## config.mk

```make
export PLATFORM = sky130hd
export DESIGN_NAME = spi_reg_bridge
export DESIGN_NICKNAME = d
export VERILOG_FILES = /design/src/rtl/spi_bridge_pkg.sv /design/src/rtl/spi_reg_bridge.sv
export SDC_FILE = /design/constraint.sdc
export NUM_CORES = 1
export LEC_CHECK = 0
export BUFFER_PORTS_ARGS = -buffer_cell sky130_fd_sc_hd__buf_2
export CAP_MARGIN = 20
export CORE_ASPECT_RATIO = 0.8
export CORE_MARGIN = 2
export CORE_UTILIZATION = 54
export CTS_CLUSTER_SIZE = 10
export DETAILED_ROUTE_END_ITERATION = 6
export GPL_TIMING_DRIVEN = 0
export PLACE_DENSITY = 0.79
export SYNTH_ARGS = -nofsm -noshare
export SYNTH_HDL_FRONTEND = slang
export SYNTH_SLANG_ARGS = --single-unit
```

## constraint.sdc

```tcl
create_clock -name clk -period 3.5 [get_ports clk]
set_clock_uncertainty 0.05 [all_clocks]
set_input_delay 0 -clock clk [delete_from_list [all_inputs] [get_ports clk]]
set_output_delay 0 -clock clk [all_outputs]
set_load 0.01 [all_outputs]
```

## src/rtl/spi_bridge_pkg.sv

```systemverilog
// Shared types and constants for the SPI-to-register bridge.
package spi_bridge_pkg;

  typedef enum logic [1:0] {
    IDLE  = 2'd0,
    WDATA = 2'd1,
    RWAIT = 2'd2,
    RDATA = 2'd3
  } state_e;

  localparam logic [3:0] STATUS_BASE = 4'hA;
  localparam logic [7:0] ERR_BYTE    = 8'hEE;
  localparam int         RW_BIT      = 7;

  typedef struct packed {
    logic timeout;
    logic late;
    logic short_frame;
  } err_flags_t;

  function automatic logic [7:0] status_byte(input err_flags_t f);
    return {STATUS_BASE, 1'b0, f.timeout, f.late, f.short_frame};
  endfunction

endpackage

```

## src/rtl/spi_reg_bridge.sv

```systemverilog
// Two-byte SPI transaction decoder driving a simple register bus:
// command {rw, addr} followed by write data or the read reply.
module spi_reg_bridge
  import spi_bridge_pkg::*;
#(
  parameter logic [15:0] TIMEOUT = 16'd50000
) (
  input  logic       clk,
  input  logic       rst,
  input  logic       start,
  input  logic       done,
  input  logic [7:0] rx_byte,
  output logic [7:0] tx_byte,
  output logic [6:0] bus_addr,
  output logic [7:0] bus_wdata,
  output logic       bus_we,
  output logic       bus_re,
  input  logic [7:0] bus_rdata,
  input  logic       bus_rvalid
);

  state_e      state_q, state_d, state_mid;
  err_flags_t  flags_q, flags_d;
  logic        in_byte_q, in_byte_d;
  logic [15:0] tmo_cnt_q, tmo_cnt_d, tmo_cnt_inc;
  logic [7:0]  tx_byte_q, tx_byte_d;
  logic [6:0]  bus_addr_q, bus_addr_d;
  logic [7:0]  bus_wdata_q, bus_wdata_d;
  logic        bus_we_q, bus_we_d;
  logic        bus_re_q, bus_re_d;

  logic done_v, short_ev, late_ev, tmo_ev, rvalid_acc, cmd_done;

  // A done only counts when it closes a byte that was opened by start.
  assign done_v      = done & in_byte_q;
  assign short_ev    = start & in_byte_q & ~done;
  assign cmd_done    = (state_q == IDLE) & done_v;
  assign tmo_cnt_inc = tmo_cnt_q + 16'd1;
  assign tmo_ev      = (TIMEOUT != 16'd0) && (state_q != IDLE) && !start && !done_v
                       && (tmo_cnt_inc == TIMEOUT);
  assign late_ev     = start & ~short_ev & (state_mid == RWAIT);
  assign rvalid_acc  = (state_q == RWAIT) & bus_rvalid & ~start & ~tmo_ev;

  // NOTE: async reset in the sensitivity list; every flop gets a defined reset value.
  always_ff @(posedge clk or posedge rst) begin
    if (rst) state_q <= IDLE;
    else     state_q <= state_d;
  end

  // A done is applied before a start arriving in the same cycle: state_mid is
  // the state after the done, and the start is then judged against it.
  always_comb begin
    // NOTE: default assignment first so no path leaves a comb variable unassigned (no latch).
    state_mid = state_q;
    if (done_v) begin
      case (state_q)
        IDLE:         state_mid = rx_byte[RW_BIT] ? RWAIT : WDATA;
        WDATA, RDATA: state_mid = IDLE;
        default:      state_mid = state_q;
      endcase
    end
    state_d = state_mid;
    if (short_ev || tmo_ev)       state_d = IDLE;
    else if (late_ev || rvalid_acc) state_d = RDATA;
  end

  always_comb begin
    flags_d = flags_q;
    // Status is latched by the slave on a start seen in IDLE; set events win.
    if (start && state_d == IDLE) flags_d = '0;
    if (short_ev) flags_d.short_frame = 1'b1;
    if (late_ev)  flags_d.late        = 1'b1;
    if (tmo_ev)   flags_d.timeout     = 1'b1;

    in_byte_d = in_byte_q;
    if (done)  in_byte_d = 1'b0;
    if (start) in_byte_d = 1'b1;

    if (state_d == IDLE || start || done_v || TIMEOUT == 16'd0) tmo_cnt_d = 16'd0;
    else                                                        tmo_cnt_d = tmo_cnt_inc;

    bus_addr_d  = cmd_done ? rx_byte[6:0] : bus_addr_q;
    bus_wdata_d = (state_q == WDATA && done_v) ? rx_byte : bus_wdata_q;
    bus_we_d    = (state_q == WDATA) & done_v;
    bus_re_d    = cmd_done & rx_byte[RW_BIT];

    tx_byte_d = tx_byte_q;
    case (state_d)
      IDLE, WDATA: tx_byte_d = status_byte(flags_d);
      RWAIT:       if (state_q != RWAIT) tx_byte_d = ERR_BYTE;
      RDATA: begin
        if (rvalid_acc)   tx_byte_d = bus_rdata;
        else if (late_ev) tx_byte_d = ERR_BYTE;
      end
      default:     tx_byte_d = tx_byte_q;
    endcase
  end

  // NOTE: sequential state uses non-blocking assignments only.
  always_ff @(posedge clk or posedge rst) begin
    if (rst) begin
      flags_q     <= '0;
      in_byte_q   <= 1'b0;
      tmo_cnt_q   <= 16'd0;
      tx_byte_q   <= {STATUS_BASE, 4'h0};
      bus_addr_q  <= 7'd0;
      bus_wdata_q <= 8'd0;
      bus_we_q    <= 1'b0;
      bus_re_q    <= 1'b0;
    end else begin
      flags_q     <= flags_d;
      in_byte_q   <= in_byte_d;
      tmo_cnt_q   <= tmo_cnt_d;
      tx_byte_q   <= tx_byte_d;
      bus_addr_q  <= bus_addr_d;
      bus_wdata_q <= bus_wdata_d;
      bus_we_q    <= bus_we_d;
      bus_re_q    <= bus_re_d;
    end
  end

  assign tx_byte   = tx_byte_q;
  assign bus_addr  = bus_addr_q;
  assign bus_wdata = bus_wdata_q;
  assign bus_we    = bus_we_q;
  assign bus_re    = bus_re_q;

endmodule
```

==> results list, run 1 <==
* Global-route wire length before repair: 8.33 mm
- Setup violations remaining at the end of the flow were counted as 0.
- Die extent in y: about 62 um
- The pre-antenna-repair detailed-routing pass consisted of 4 iterations.
* Clock period minus worst slack: between 3 and 4 ns
- IR analysis of the VDD net gives a maximum drop of approximately 380 uV.
- Counting instances, the worst hold path has a depth of 4.
- From left edge to right edge, the die measures roughly 77 um.
- The share of synthesized area in the top cell type comes to 0.494.
- Routability-driven placement finished with a final weighted congestion of between 0.8 and 0.9.
- Portion of the clock cycle consumed by the worst path in the final layout: 0.939
* Signed area change from the synthesized netlist to the final layout: 25.6%
* Internal portion of total power: 1010 uW
- The finished cells cover 0.00286 mm^2.
- Placement Rows: 21
- Layout Utilization: 0.694
* Depth of the most critical reg-to-reg path: 10
* Power share of the clock group: 0.229
- Starting density of the core: 0.553
* DRC marker count from the first detailed-route iteration: 136
- Counting distinct cell types in the post-synthesis netlist gives 48.
- Post-Syn Area per Cell: around 10 um^2
- Slew headroom: 0.566
* Initial antenna violation count: 0
- Entering global routing, the biggest net connects 40 pins.
- Counting flops with a built-in enable in the synthesized netlist gives 0.
- STA classifies the critical path endpoint as a register.
* Port buffer count: 44
- Reg clk slew, reported paths: about 0.09 ns
- Status: complete, no violations
- During synthesis, Yosys emitted a total of 0 warnings.
- For this run, the leading register cell type out of synthesis is sky130_fd_sc_hd__dfrtp_1.
- Sequential Area: 0.00118 mm^2
- The later pin in the worst-skew pair is clocked with a latency of around 0.3 ns.
- Summed over all layers, the global routing overflow is 0.
* Fraction of the yosys area taken by sequential cells: 0.517
- Overall via count from detail_route: between 1500 and 2000
* Via/cell ratio: approximately 5.2
- The analysis attributes to net switching a power of around 460 uW.
- Clock Tree Root: sky130_fd_sc_hd__clkbuf_8
* Htree depth: 2
- Logic gate share of total power: 0.279
- Post-CTS repair changed the size of 0 cells.
- Area of the core region: 0.00413 mm^2
* Placed instance area: around 0.0026 mm^2
- The cell area that synthesis handed to floorplanning was between 0.002 and 0.0025 mm^2.
- Yosys instantiated no cell more often than sky130_fd_sc_hd__dfrtp_1.
- Seq cells post-synth: 47
* Pins over their slew limit: 0
* Number of cells produced by synthesis: about 230
- Max-cap violations in this run came to 0.
- Once the clock tree was built, the setup fixing pass inserted 0 buffers.
- The die covers roughly 0.0048 mm^2.
- Total clock buffers created by CTS: 5
- Number of global-route vias before repair: ~1900
- After filler insertion, the fill cell instance count of the layout stands at 327.
- In this run the static leakage power is roughly 0.0013 uW.
- GRT Util Overall: 0.219
- The min-delay analysis places its worst path in the category input port to register.
- Net Count, Synth: roughly 260
- After synthesis, the most frequently instantiated cells are sky130_fd_sc_hd__dfrtp_1 (45), sky130_fd_sc_hd__nand2_1 (43), sky130_fd_sc_hd__nor2_1 (32).
- Static timing analysis puts the maximum clock frequency at around 0.3 GHz.
* Power density normalized to cell area: 512 mW/mm^2
- Of the cells placed in the final design, the portion with a size suffix greater than 1 is 0.250.
* Setup repair after global routing missed its margin: no
- Crit-path max FO: 10
- Number of DRC violations after detailed routing: 0
- Proportion of register bits with asynchronous set or reset after synthesis: 1.00
- ANT cells: 0
* Leading post-synthesis cells by cell area: sky130_fd_sc_hd__dfrtp_1 (49%), sky130_fd_sc_hd__nand2_1 (7.1%), sky130_fd_sc_hd__nor2_1 (5.3%), sky130_fd_sc_hd__mux2_2 (3.9%), sky130_fd_sc_hd__xnor2_1 (3.1%)
- Clock Sinks: 47
- Category of the worst setup path launch point: register
- TritonCTS built the clock tree.
- The completed layout was analyzed and its total power is approximately 1500 uW.
* Slew @ Worst Pin: roughly 0.64 ns
- The clock passes through at most 2 buffers.
* Required time of the critical path: approximately 3.6 ns
- Of the total power, the share spent switching nets is 0.310.
* Detailed-route wire length: between 4 and 5 mm
- ANT nets after route: 0
* Hold Fails Final Rpt: 0
- Placed wire-length estimate: roughly 3.2 mm
* Multi-input logic area: about 0.001 mm^2
- At the end of the flow, the number of nets in the layout was 326.
- Critical Path AT: between 3 and 4 ns
* Cell accounting for the most synthesized area: sky130_fd_sc_hd__dfrtp_1
- Type of the worst setup path: register to register
- Of the total power, registers draw 0.492.
* Top-level I/O count: between 40 and 50
- In the final routed layout, each cell accounts on average for 13.1 um.
## state kept, by name, summed over array words and instances, names as in the netlist
| register | cells |
|---|---|
| tx_byte | 8 |
| bus_we | 1 |
| flags_q | 3 |
| bus_addr | 7 |
| state_q | 2 |
| tmo_cnt_q | 16 |
| in_byte_q | 1 |
| bus_wdata | 8 |
| bus_re | 1 |
## cells by family (layout without fill, tap and decap cells)
logic type	Yosys count	in the layout	synth area share
AOI/OAI and AO/OA	36	36	0.117
xor gates and xnor gates	16	16	0.0614
adders and majority gates	2	2	0.0110
buffers and inverters	15	87	0.0373
DFF	47	47	0.517
muxes	8	8	0.0395
and+or+nand+nor	108	108	0.217
## critical path, cell delays in order, from the launching register on
cell,delay (ns)
sky130_fd_sc_hd__dfrtp_1,0.44
sky130_fd_sc_hd__ha_1,0.27
sky130_fd_sc_hd__and2_4,0.17
sky130_fd_sc_hd__xnor2_1,0.12
sky130_fd_sc_hd__o41a_1,0.33
sky130_fd_sc_hd__or4_1,0.50
sky130_fd_sc_hd__or4_1,0.53
sky130_fd_sc_hd__buf_6,0.16
sky130_fd_sc_hd__and2_4,0.15
sky130_fd_sc_hd__buf_6,0.12
sky130_fd_sc_hd__a221o_1,0.34
## cell type report
| type | count | share of cell area |
|---|---|---|
| Sequential cell | 47 | 0.412 |
| Inverter | 7 | 0.00917 |
| Clock buffer | 7 | 0.0301 |
| Tap cell | 57 | 0.0249 |
| Clock inverter | 1 | 0.00175 |
| Timing Repair Buffer | 64 | 0.147 |
| Buffer | 8 | 0.0205 |
| Multi-Input combinational cell | 170 | 0.355 |
## power groups by stage
stage / logic, uW / registers, uW / clock network, uW
floorplan: 181 / 781 / 0
global placement: 386 / 728 / 0
detailed placement: 398 / 727 / 0
CTS: 412 / 720 / 347
global route: 460 / 738 / 374
finish: 410 / 721 / 335
## metrics by stage
step / setup TNS (ns) / hold WS, ns / cells / setup slack, ns
final: 0 / 0.0506 / 361 / 0.215
after global routing: 0 / 0.0440 / 361 / 0.00703
after CTS: 0 / 0.0366 / 360 / 0.226
after detailed placement: 0 / -0.122 / 335 / 0.245
after global placement: -0.150 / 0.155 / 333 / -0.0995
after floorplan: 0 / 0.0554 / 232 / 0.392
## cells in the final DEF, fill, tap and decap left out, types with 4 or more instances in the layout
| cell | Yosys | final |
|---|---|---|
| sky130_fd_sc_hd__nor2_1 | 32 | 32 |
| sky130_fd_sc_hd__nand3_1 | 7 | 7 |
| sky130_fd_sc_hd__nand2_1 | 43 | 43 |
| sky130_fd_sc_hd__a21oi_1 | 7 | 7 |
| sky130_fd_sc_hd__mux2_2 | 8 | 8 |
| sky130_fd_sc_hd__buf_2 | 3 | 48 |
| sky130_fd_sc_hd__dlygate4sd3_1 | 0 | 17 |
| sky130_fd_sc_hd__o21ai_0 | 4 | 4 |
| sky130_fd_sc_hd__xor2_1 | 8 | 8 |
| sky130_fd_sc_hd__xnor2_1 | 8 | 8 |
| sky130_fd_sc_hd__inv_1 | 6 | 5 |
| sky130_fd_sc_hd__dfrtp_1 | 45 | 45 |
| sky130_fd_sc_hd__nor3_1 | 4 | 4 |
| sky130_fd_sc_hd__a211oi_1 | 4 | 4 |
| sky130_fd_sc_hd__clkbuf_8 | 1 | 7 |
## metal layers
metal,GRT usage,vias up,routed length (um),part of all wire
met4,0.0682,0,60,0.013
met5,0,-,0,0
met1,0.298,890,2320,0.49
li1,-,943,-,-
met3,0.0552,5,277,0.059
met2,0.345,55,2070,0.44
## what timing repair did
item / in CTS / in global routing
hold endpoints to repair: 69 / 0
endpoints found under the setup margin: 0 / 0
hold buffers: 17 / 0
## path summary, 6_finish.rpt
path                                          start                  endpoint  slack [ns]
min in group asynchronous                       rst    tmo_cnt_q[7]$_DFF_PP0_        0.11
max in group asynchronous                       rst    tx_byte[7]$_DFFE_PP1P_        2.77
min                                    bus_rdata[1]    tx_byte[1]$_DFFE_PP0P_        0.05
min reg2reg                bus_wdata[7]$_DFFE_PP0P_  bus_wdata[7]$_DFFE_PP0P_        0.42
max reg2reg                  tmo_cnt_q[0]$_DFF_PP0_    tx_byte[0]$_DFFE_PP0P_        0.22
max                          tmo_cnt_q[0]$_DFF_PP0_    tx_byte[0]$_DFFE_PP0P_        0.22
Power figures use the tool's default switching activity.
==> run 2, diff against run 1 <==
--- a/config.mk
+++ b/config.mk
@@ -9,11 +9,12 @@
 export CAP_MARGIN = 20
 export CORE_ASPECT_RATIO = 0.8
 export CORE_MARGIN = 2
-export CORE_UTILIZATION = 54
+export CORE_UTILIZATION = 55
+export CTS_BUF_LIST = sky130_fd_sc_hd__clkbuf_4 sky130_fd_sc_hd__clkbuf_8
 export CTS_CLUSTER_SIZE = 10
 export DETAILED_ROUTE_END_ITERATION = 6
 export GPL_TIMING_DRIVEN = 0
-export PLACE_DENSITY = 0.79
+export PLACE_DENSITY = 0.8
 export SYNTH_ARGS = -nofsm -noshare
 export SYNTH_HDL_FRONTEND = slang
 export SYNTH_SLANG_ARGS = --single-unit
==> constraint.sdc (replaced) <==
create_clock -name clk -period 3.1 [get_ports clk]
set_clock_uncertainty 0.05 [all_clocks]
set_input_delay 0 -clock clk [delete_from_list [all_inputs] [get_ports clk]]
set_output_delay 0 -clock clk [all_outputs]
set_load 0.01 [all_outputs]
==> run 2 against run 1 <==
Compared with the run above: cell count increased by 1.1%; hold slack lost 0.010 ns; sequential share of layout area shrank 1.8 points; sequential cell count unchanged; combinational power rose by 19%; critical path depth decreased by 2; die area down 1.7%; wire length increased by 9.7%; non-clock buffer count rose by 5; power up 21%; core utilization up 8.1 points; critical path type unchanged; largest power group unchanged; highest routed layer unchanged.
==> results list, run 2 (synthesized netlist as in run 1, its figures left out) <==
- Worst IR Drop VDD: 491 uV (+28%)
- The clock network fraction of design power was 0.263 (+0.034).
- The instance area after placement was 0.00260 mm^2 (about the same).
- The number of antenna violations at the first check in global routing came to 0 (unchanged).
- Top-level I/O count: 46 (unchanged)
* Fmax achieved: 0.328 GHz (+7.6%)
- The sequential fraction of design power was 0.462 (-0.030).
- Count of buffering cells on the critical path with inverters included: 0 (-2)
- The leftover overflow at the end of global routing was 0 (unchanged).
- The number of violations reported at the end of detailed-routing iteration 0 was 108 (-21%).
* Share of post-route cells with drive strength above 1: 0.310 (+0.0597)
- Via/cell ratio: 5.37 (+2.4%)
- The clock-pin transition on the worst setup and hold timing paths came to 0.08 ns (about the same).
- Die extent in y: 61.6 um (-0.85%)
- The slowest stage of the critical path is the sky130_fd_sc_hd__or4_4 cell.
- Total clock buffers created by CTS: 5 (unchanged)
- The final hold violation count was 0 (unchanged).
- The required arrival time at the worst endpoint came to 3.24 ns (-0.39 ns).
* Worst reg2reg startpoint: tmo_cnt_q[1]$_DFF_PP0_
- The power density relative to cell area is 589 mW/mm^2 (+15%).
- Portion of the clock cycle consumed by the worst path in the final layout: 0.985 (+0.0464)
- Hold Slack: 0.0402 ns (-0.0104 ns)
* Nets: 332 (+1.8%)
- The residual antenna-violating net count after detailed routing was 0 (unchanged).
- Clock Tree Root: sky130_fd_sc_hd__clkbuf_8
- The non-filler instance count after layout is 365 (+1.1%).
- Area of the core region: 0.00388 mm^2 (-6.0%)
* Finished layout cell area: 0.00301 mm^2 (+4.9%)
- Slew @ Worst Pin: 0.612 ns (-0.0328 ns)
- The run finished with clean final reports.
- Highest-count cells in the layout ignoring fill and taps: sky130_fd_sc_hd__buf_2 (46), sky130_fd_sc_hd__nand2_1 (42), sky130_fd_sc_hd__dfrtp_1 (41), sky130_fd_sc_hd__nor2_1 (32), sky130_fd_sc_hd__dlygate4sd3_1 (17)
- Routability Congestion: 0.812 (-2.2%)
- Register with the highest flop count: tmo_cnt_q
* Clock tree from TritonCTS: yes
* Worst slack at placement: -0.189 ns (-0.434 ns)
* Clock Sinks: 47 (unchanged)
* Multi-input logic area: 0.00109 mm^2 (+7.4%)
- Crit path cell chain: ha_4 > and2_4 > xnor2_1 > o41a_1 > or4_4 > or4_4 > and2_4 > a221o_1
- The portion of total power attributed to combinational logic is 0.275 (-0.004).
- Starting density of the core: 0.588 (+0.0351)
- Reported leakage power: 0.00139 uW (+4.6%)
- The maximum buffer depth of the clock tree was 2 (unchanged).
- ANT cells: 0 (unchanged)
* Type of element capturing the critical path: register
- The overall fraction of global-route tracks in use is 0.240 (+0.0209).
- The fraction of power spent switching nets was 0.305 (-0.00529).
- The number of buffer cells added on primary ports came to 44 (unchanged).
- The global-route wire length before repair is 8.63 mm (+3.6%).
- Internal portion of total power: 1230 uW (+22%)
- Number of global-route vias before repair: 1869 (-1.4%)
- The largest incremental delay on the critical path came to 0.59 ns (+0.06 ns).
- The tightest slew margin relative to the limit was 0.589 (+0.0227).
* Routed length on met2: 2.35 mm (+13%)
- Drt wl/cell: 14.2 um (+8.5%)
- WL met1: 2.46 mm (+6.1%)
* Area of the die: 0.00468 mm^2 (-1.7%)
- Leading cell type in the layout, fill and taps excluded: sky130_fd_sc_hd__buf_2
- Setup ws final: 0.0466 ns (-0.168 ns)
* DR top layer: met4
* Signed area change from the synthesized netlist to the final layout: 31.8%
- The number of detailed-routing iterations run before antenna repair is 4 (unchanged).
- The met3 wire length was 297 um (+7.2%).
- Detailed-route wire length: 5.19 mm (+9.7%)
- The chip width was 76 um (-0.87%).
- Setup repair after global routing missed its margin: yes
- Placed wire-length estimate: 3.39 mm (+4.7%)
- Placement Rows: 20 (-4.8%)
- Type of the worst setup path: register to register
- Category of the worst setup path launch point: register
- The worst endpoint data arrival time is 3.20 ns (-0.22 ns).
* Sequential Area: 0.00118 mm^2 (+0.43%)
* Maximum number of pins on one net before global-route repair: 30 (-25%)
- Overall via count from detail_route: 1960 (+3.5%)
- The worst hold path begins at bus_rdata[1].
* Number of DRC violations after detailed routing: 0 (unchanged)
* Switching component of the power: 540 uW (+19%)
- Pins over their slew limit: 0 (unchanged)
* Crit path from: tmo_cnt_q[1]$_DFF_PP0_
- Layout Utilization: 0.775 (+0.0806)
* Number of flip-flops in the largest register: 16 (unchanged)
- The H-tree level count was 2 (unchanged).
* Count of fill cells added during filler insertion: 267 (-18%)
- The setup violation total in the final timing report was 0 (unchanged).
- The number of max-cap violations came to 0 (unchanged).
- Crit-path max FO: 6 (-4)
- The total instance count after detailed placement was 332 (-0.90%).
- The clock insertion delay at the later pin of the skew report is 0.30 ns (about the same).
* Largest delay share family, worst path: simple AND/OR/NAND/NOR gates
- The shortest period the worst path allows came to 3.05 ns (-0.232 ns).
- Tightest Hold Check Type: input port to register
## run 2: metrics by stage
step	setup TNS, ns	total power, uW
floorplan	0	1090
global placement	-3.71	1260
detailed placement	-0.993	1280
CTS	0	1770
global route	-0.0342	1870
finish	0	1770
## run 2: final timing paths
check | end | slack (ns) | depth (start not counted)
min reg2reg | bus_wdata[7]$_DFFE_PP0P_ | 0.43 | 2
max reg2reg | tx_byte[0]$_DFFE_PP0P_ | 0.05 | 8
max | tx_byte[0]$_DFFE_PP0P_ | 0.05 | 8
min | tx_byte[1]$_DFFE_PP0P_ | 0.04 | 4
min in group asynchronous | tmo_cnt_q[14]$_DFF_PP0_ | 0.18 | 3
max in group asynchronous | tmo_cnt_q[3]$_DFF_PP0_ | 2.33 | 4
## run 2: timing repair
action,in CTS,in global routing
endpoints found under the hold margin,72,0
setup endpoints to repair,15,15
gates cloned,0,1
hold buffers,17,0
pin swaps,4,5
buffers inserted,5,3
gates resized for setup,7,8
## run 2: worst register-to-register path: cells and delay by family (launching register included)
family,cells,cell delay (ns)
AND/OR/NAND/NOR,4,1.46
adder cells (fa/ha/maj),1,0.19
flip-flops,1,0.44
AO/OA/AOI/OAI,2,0.69
XOR/XNOR,1,0.12
## run 2: per-layer routing
layer,global-route usage,vias to the layer above
met5,0,-
met4,0.112,0
met3,0.0513,7
met2,0.399,64
met1,0.312,921
li1,-,968
## run 2: layout make-up
cell class / count / share of cell area
flip-flops and latches: 47 / 0.394
multi-input cells: 171 / 0.363
repair buffers: 71 / 0.159
clock buffers: 6 / 0.0275
well taps: 55 / 0.0229
plain buffers: 6 / 0.0129
clock inverters: 2 / 0.0117
inverters: 7 / 0.00874
## run 2: power groups by stage
stage          clock network [uW]  logic, uW  registers [uW]
2_1_floorplan                   0        204             881
3_3_place_gp                    0        437             822
6_report                      466        486             818
4_1_cts                       475        480             816
3_5_place_dp                    0        454             825
5_1_grt                       502        537             833
